--- src/rtl/uart_tx_pkg.sv ---
// uart_tx_pkg: shared state encoding, parity codes and line levels for the UART transmit path
package uart_tx_pkg;
  typedef enum logic [2:0] {
    UART_IDLE   = 3'd0,
    UART_START  = 3'd1,
    UART_DATA   = 3'd2,
    UART_PARITY = 3'd3,
    UART_STOP   = 3'd4
  } uart_state_t;
  localparam logic PAR_EVEN   = 1'b0;
  localparam logic PAR_ODD    = 1'b1;
  localparam logic LINE_IDLE  = 1'b1;
  localparam logic LINE_START = 1'b0;
endpackage

--- src/rtl/uart_tx_parity.sv ---
// uart_tx_parity: computes and holds the frame parity bit and parity enable at byte acceptance
module uart_tx_parity
  import uart_tx_pkg::*;
#(
  parameter int DATA_WIDTH = 8
) (
  input  logic                  clk,
  input  logic                  rst,
  input  logic                  en,
  input  logic [DATA_WIDTH-1:0] parallel_data,
  input  logic                  par_en,
  input  logic                  par_typ,
  output logic                  par_bit,
  output logic                  par_en_q
);
  always_ff @(posedge clk or negedge rst)
    if (!rst) begin
      par_bit  <= 1'b0;
      par_en_q <= 1'b0;
    end else if (en) begin
      par_bit  <= (^parallel_data) ^ (par_typ == PAR_ODD);
      par_en_q <= par_en;
    end
endmodule

--- src/rtl/uart_tx_ctrl.sv ---
// uart_tx_ctrl: UART frame sequencer driving start, data (via serializer), parity and stop bits
module uart_tx_ctrl
  import uart_tx_pkg::*;
#(
  parameter int DATA_WIDTH = 8
) (
  input  logic                  clk,
  input  logic                  rst,
  input  logic [DATA_WIDTH-1:0] parallel_data,
  input  logic                  data_valid,
  input  logic                  par_en,
  input  logic                  par_typ,
  input  logic                  ser_done,
  input  logic                  serial_data,
  output logic                  ser_enable,
  output logic                  busy,
  output logic                  tx_out,
  output logic                  tx_done
);
  uart_state_t state, nxt;
  logic accept, par_bit, par_en_q;
  assign accept = (state == UART_IDLE) && data_valid;
  uart_tx_parity #(.DATA_WIDTH(DATA_WIDTH)) u_parity (
    .clk(clk),
    .rst(rst),
    .en(accept),
    .parallel_data(parallel_data),
    .par_en(par_en),
    .par_typ(par_typ),
    .par_bit(par_bit),
    .par_en_q(par_en_q)
  );
  always_ff @(posedge clk or negedge rst)
    if (!rst) state <= UART_IDLE;
    else state <= nxt;
  always_comb begin
    nxt = state;
    case (state)
      UART_IDLE:   nxt = data_valid ? UART_START : UART_IDLE;
      UART_START:  nxt = UART_DATA;
      UART_DATA:   nxt = !ser_done ? UART_DATA : par_en_q ? UART_PARITY : UART_STOP;
      UART_PARITY: nxt = UART_STOP;
      default:     nxt = UART_IDLE;
    endcase
    busy       = state != UART_IDLE;
    ser_enable = state == UART_DATA;
    tx_done    = state == UART_STOP;
    tx_out     = state == UART_START  ? LINE_START :
                 state == UART_DATA   ? serial_data :
                 state == UART_PARITY ? par_bit : LINE_IDLE;
  end
endmodule

--- config.mk ---
export PLATFORM = sky130hd
export DESIGN_NAME = uart_tx_ctrl
export DESIGN_NICKNAME = d
export VERILOG_FILES = /design/src/rtl/uart_tx_pkg.sv /design/src/rtl/uart_tx_parity.sv /design/src/rtl/uart_tx_ctrl.sv
export SDC_FILE = /design/constraint.sdc
export NUM_CORES = 1
export LEC_CHECK = 0
export ABC_CLOCK_PERIOD_IN_PS = 2170
export CORE_AREA = 5 5 42 44
export CTS_BUF_LIST = sky130_fd_sc_hd__clkbuf_4 sky130_fd_sc_hd__clkbuf_8
export DETAILED_ROUTE_END_ITERATION = 8
export DIE_AREA = 0 0 47 49
export GPL_TIMING_DRIVEN = 0
export HOLD_SLACK_MARGIN = 0.03
export SETUP_SLACK_MARGIN = 0.3
export SLEW_MARGIN = 20
export SYNTH_ARGS = -nofsm -noshare
export SYNTH_HDL_FRONTEND = slang
export SYNTH_SLANG_ARGS = --single-unit
--- constraint.sdc ---
create_clock -name clk -period 2.17 [get_ports clk]
set_input_delay 0.217 -clock clk [delete_from_list [all_inputs] [get_ports clk]]
set_output_delay 0.217 -clock clk [all_outputs]
set_load 0.02 [all_outputs]
==> results.txt <==
Result of the run - complete, no violations
Synthesized-area fraction occupied by ao, oa, aoi and oai cells - 10.2%
Worst-skew pair later-pin latency - 0.25 ns
Max cap viols - 0
Path class of the lowest-slack min-delay path - in -> async
Post-route clock period utilization - 80.2%
Cell types occupying the most area after synthesis - sky130_fd_sc_hd__dfrtp_1, sky130_fd_sc_hd__xnor2_1, sky130_fd_sc_hd__mux2_2
Chip Width - 47 µm
Mux share of post-synthesis cell area - 7.06%
Reg clk slew, reported paths - 0.05 ns
Overall routing resource usage - 6.45%
Gate count after technology mapping - 32
Inserted Diodes - 0
Adder-cell area share of the yosys netlist - 0%
Maximum number of pins on one net before global-route repair - 9
Antenna violations before repair - 0
Data required, critical path - 1.95 ns
Total via count in the routed design - 291
Wire per inst - 10.4 µm
CTS Hold Bufs - 0
Post-Synthesis Net Count - 47
Synth Area per Inst - 9.97 µm²
Number of distinct library cells after synthesis - 16
Leakage power - 0.238 nW
Area of the core - 1400 µm²
Port buffer count - 18
Layer carrying the most global-route usage - met1
RD Place Congestion - 0.712
Post-detailed-routing wire length - 731 µm
Top library cells by usage in the layout, fill and taps aside - sky130_fd_sc_hd__clkdlybuf4s50_1, sky130_fd_sc_hd__dfrtp_1, sky130_fd_sc_hd__xnor2_1, sky130_fd_sc_hd__clkbuf_4
Startpoint class of the critical path - flop
Starting density of the core - 22.8%
Synth area leader - sky130_fd_sc_hd__dfrtp_1
Final Hold Violating Endpoints - 0
Critical Path Sink Type - primary output
Combinational fraction of design power - 49.1%
Post-DRT Antenna Nets - 0
Area of the mapped netlist - 319 µm²
Total number of nets in the final design - 70
Data arrival time of the critical path - 1.52 ns
Routing usage on met2 - 7.92%
Power per cell area - 1110 nW/µm²
Detailed Routing Iterations Pass 1 - 2
Master cell of the clock root buffer - sky130_fd_sc_hd__clkbuf_4
Setup-failing EPs final - 0
Part of the power in registers - 31.1%
Xor/xnor cell area share of the yosys netlist - 23.5%
Die Footprint - 2300 µm²
Minimum period implied by the final worst setup slack - 1.74 ns
Max-slew headroom at the worst pin - 84.1%
Most common cell after layout, fill and taps aside - sky130_fd_sc_hd__clkdlybuf4s50_1
Clock Power Share - 19.9%
Final Max Slew Viols - 0
Number of global-route vias before repair - 246
Area added between synthesis and finish - 72.9%
Detailed placement HPWL - 612 µm
Setup TNS - 0 ns
RSZ-0062 raised after global routing - false
Sequential area share after synthesis - 39.2%
Clock Skew - 0.00631 ns
Post-layout utilization of the core - 39.4%
Internal cell power - 0.385 mW
Fraction of final layout cells sized beyond drive strength 1 - 14.8%
Worst-case vdd ir drop - 0.408 mV
Flop and latch count out of synthesis - 5
Number of buffers between clock root and the deepest sink - 2
Combinational family with the most area after synthesis - XOR/XNOR gates
Global-route wire length before repair - 1.06 mm
Fill cells - 155
Sw Ratio - 37.4%
Worst Path Max Fanout - 7
Post CTS Setup Buffer Count - 0
Sum of overflow across all layers after global routing - 0
Remaining design rule violation count - 0
CTS buffer count - 3
Count of warnings emitted by yosys - 0
Area share of the largest cell type after synthesis - 39.2%
Number of primary I/O pins - 19
Met3 Usage GRT - 2.21%
Floorplan die height - 49 µm
Clk sink count - 5
Number of levels the H-tree was split into - 1
Highest Clock Rate - 0.574 GHz
# placed instances - 66
Net switching power figure - 0.230 mW
Count of routing violations after the opening detailed-route iteration - 3
Basic-gate share of the synthesized area counting and, or, nand and nor cells - 16.5%
Measured slew at the worst slew-check pin - 0.238 ns
Grt met1 use - 9.21%
Crit Path Class - reg -> out
Placement row count - 14
Layout Cells excl Fill - 70
CTS tree - built
Via-per-instance ratio - 4.16
state kept, by name, indices dropped and copies added, names as in the netlist:
| signal | cells |
|---|---|
| u_parity.par_bit | 1 |
| state | 3 |
| u_parity.par_en_q | 1 |
stage by stage:
step	instance area (µm²)	power (mW)	hold WS [ns]	setup WS, ns
CTS	547	0.622	0.179	0.344
floorplan	319	0.371	-0.0786	0.844
global placement	519	0.502	0.450	0.389
finish	552	0.615	0.189	0.429
detailed placement	519	0.507	0.452	0.378
global route	552	0.662	0.201	0.329
metal layers:
layer / vias up / wire length, µm
met5: - / 0
met4: 0 / 0
met1: 130 / 310
li1: 152 / -
met3: 0 / 62
met2: 9 / 357
cells in the mapped netlist:
cell and n:
sky130_fd_sc_hd__dfrtp_1 5, sky130_fd_sc_hd__xnor2_1 4, sky130_fd_sc_hd__inv_1 3, sky130_fd_sc_hd__nand2_1 3, sky130_fd_sc_hd__nor3b_1 3, sky130_fd_sc_hd__mux2_2 2
sky130_fd_sc_hd__nor2_1 2, sky130_fd_sc_hd__xor2_1 2, sky130_fd_sc_hd__a21oi_1 1, sky130_fd_sc_hd__a22oi_1 1, sky130_fd_sc_hd__a32o_1 1, sky130_fd_sc_hd__nor3_1 1
sky130_fd_sc_hd__o21ai_0 1, sky130_fd_sc_hd__o21ai_1 1, sky130_fd_sc_hd__or2_2 1, sky130_fd_sc_hd__xnor3_1 1
area by class of cell:
class	instances	area [µm²]	area share, %
Multi-Input combinational cell	24	188	34.0
Timing Repair Buffer	18	178	32.2
Sequential cell	5	125	22.7
Clock buffer	4	30.0	5.44
Tap cell	16	20.0	3.63
Inverter	3	11.3	2.04
cell families after synthesis:
| kind of cell | after synthesis |
|---|---|
| flops | 5 |
| compound gates | 5 |
| simple gates | 10 |
| buf+inv | 3 |
| xor+xnor | 7 |
| mux | 2 |
final timing paths:
check                      depth (start not counted)                end              from  slack [ns]
setup / recovery                                   2            tx_done          state[0]        0.43
hold reg to reg                                    2   u_parity.par_bit  u_parity.par_bit        0.48
setup reg to reg                                   3  u_parity.par_en_q          state[2]        0.96
min in group clk                                   2   u_parity.par_bit  u_parity.par_bit        0.48
max in group asynchronous                          1           state[2]               rst        1.79
hold / removal                                     1   u_parity.par_bit               rst        0.19
critical path, stage by stage, from the launching register on:
cell	delay, ns
sky130_fd_sc_hd__dfrtp_1	0.45
sky130_fd_sc_hd__nor3b_1	0.20
sky130_fd_sc_hd__clkdlybuf4s50_1	0.63
power by group through the flow:
| stage | combinational [mW] | sequential (mW) | clock [mW] |
|---|---|---|---|
| 3_5_place_dp | 0.318 | 0.190 | 0 |
| 3_3_place_gp | 0.314 | 0.188 | 0 |
| 5_1_grt | 0.325 | 0.204 | 0.133 |
| 6_report | 0.302 | 0.191 | 0.122 |
| 2_1_floorplan | 0.196 | 0.175 | 0 |
| 4_1_cts | 0.303 | 0.188 | 0.131 |
timing repair:
| item | 4_1_cts | 5_1_grt |
|---|---|---|
| resized for setup | 2 | 1 |
| endpoints found under the setup margin | 2 | 1 |
| pin swaps | 0 | 0 |
No activity file was read; power rests on OpenSTA's default activity.
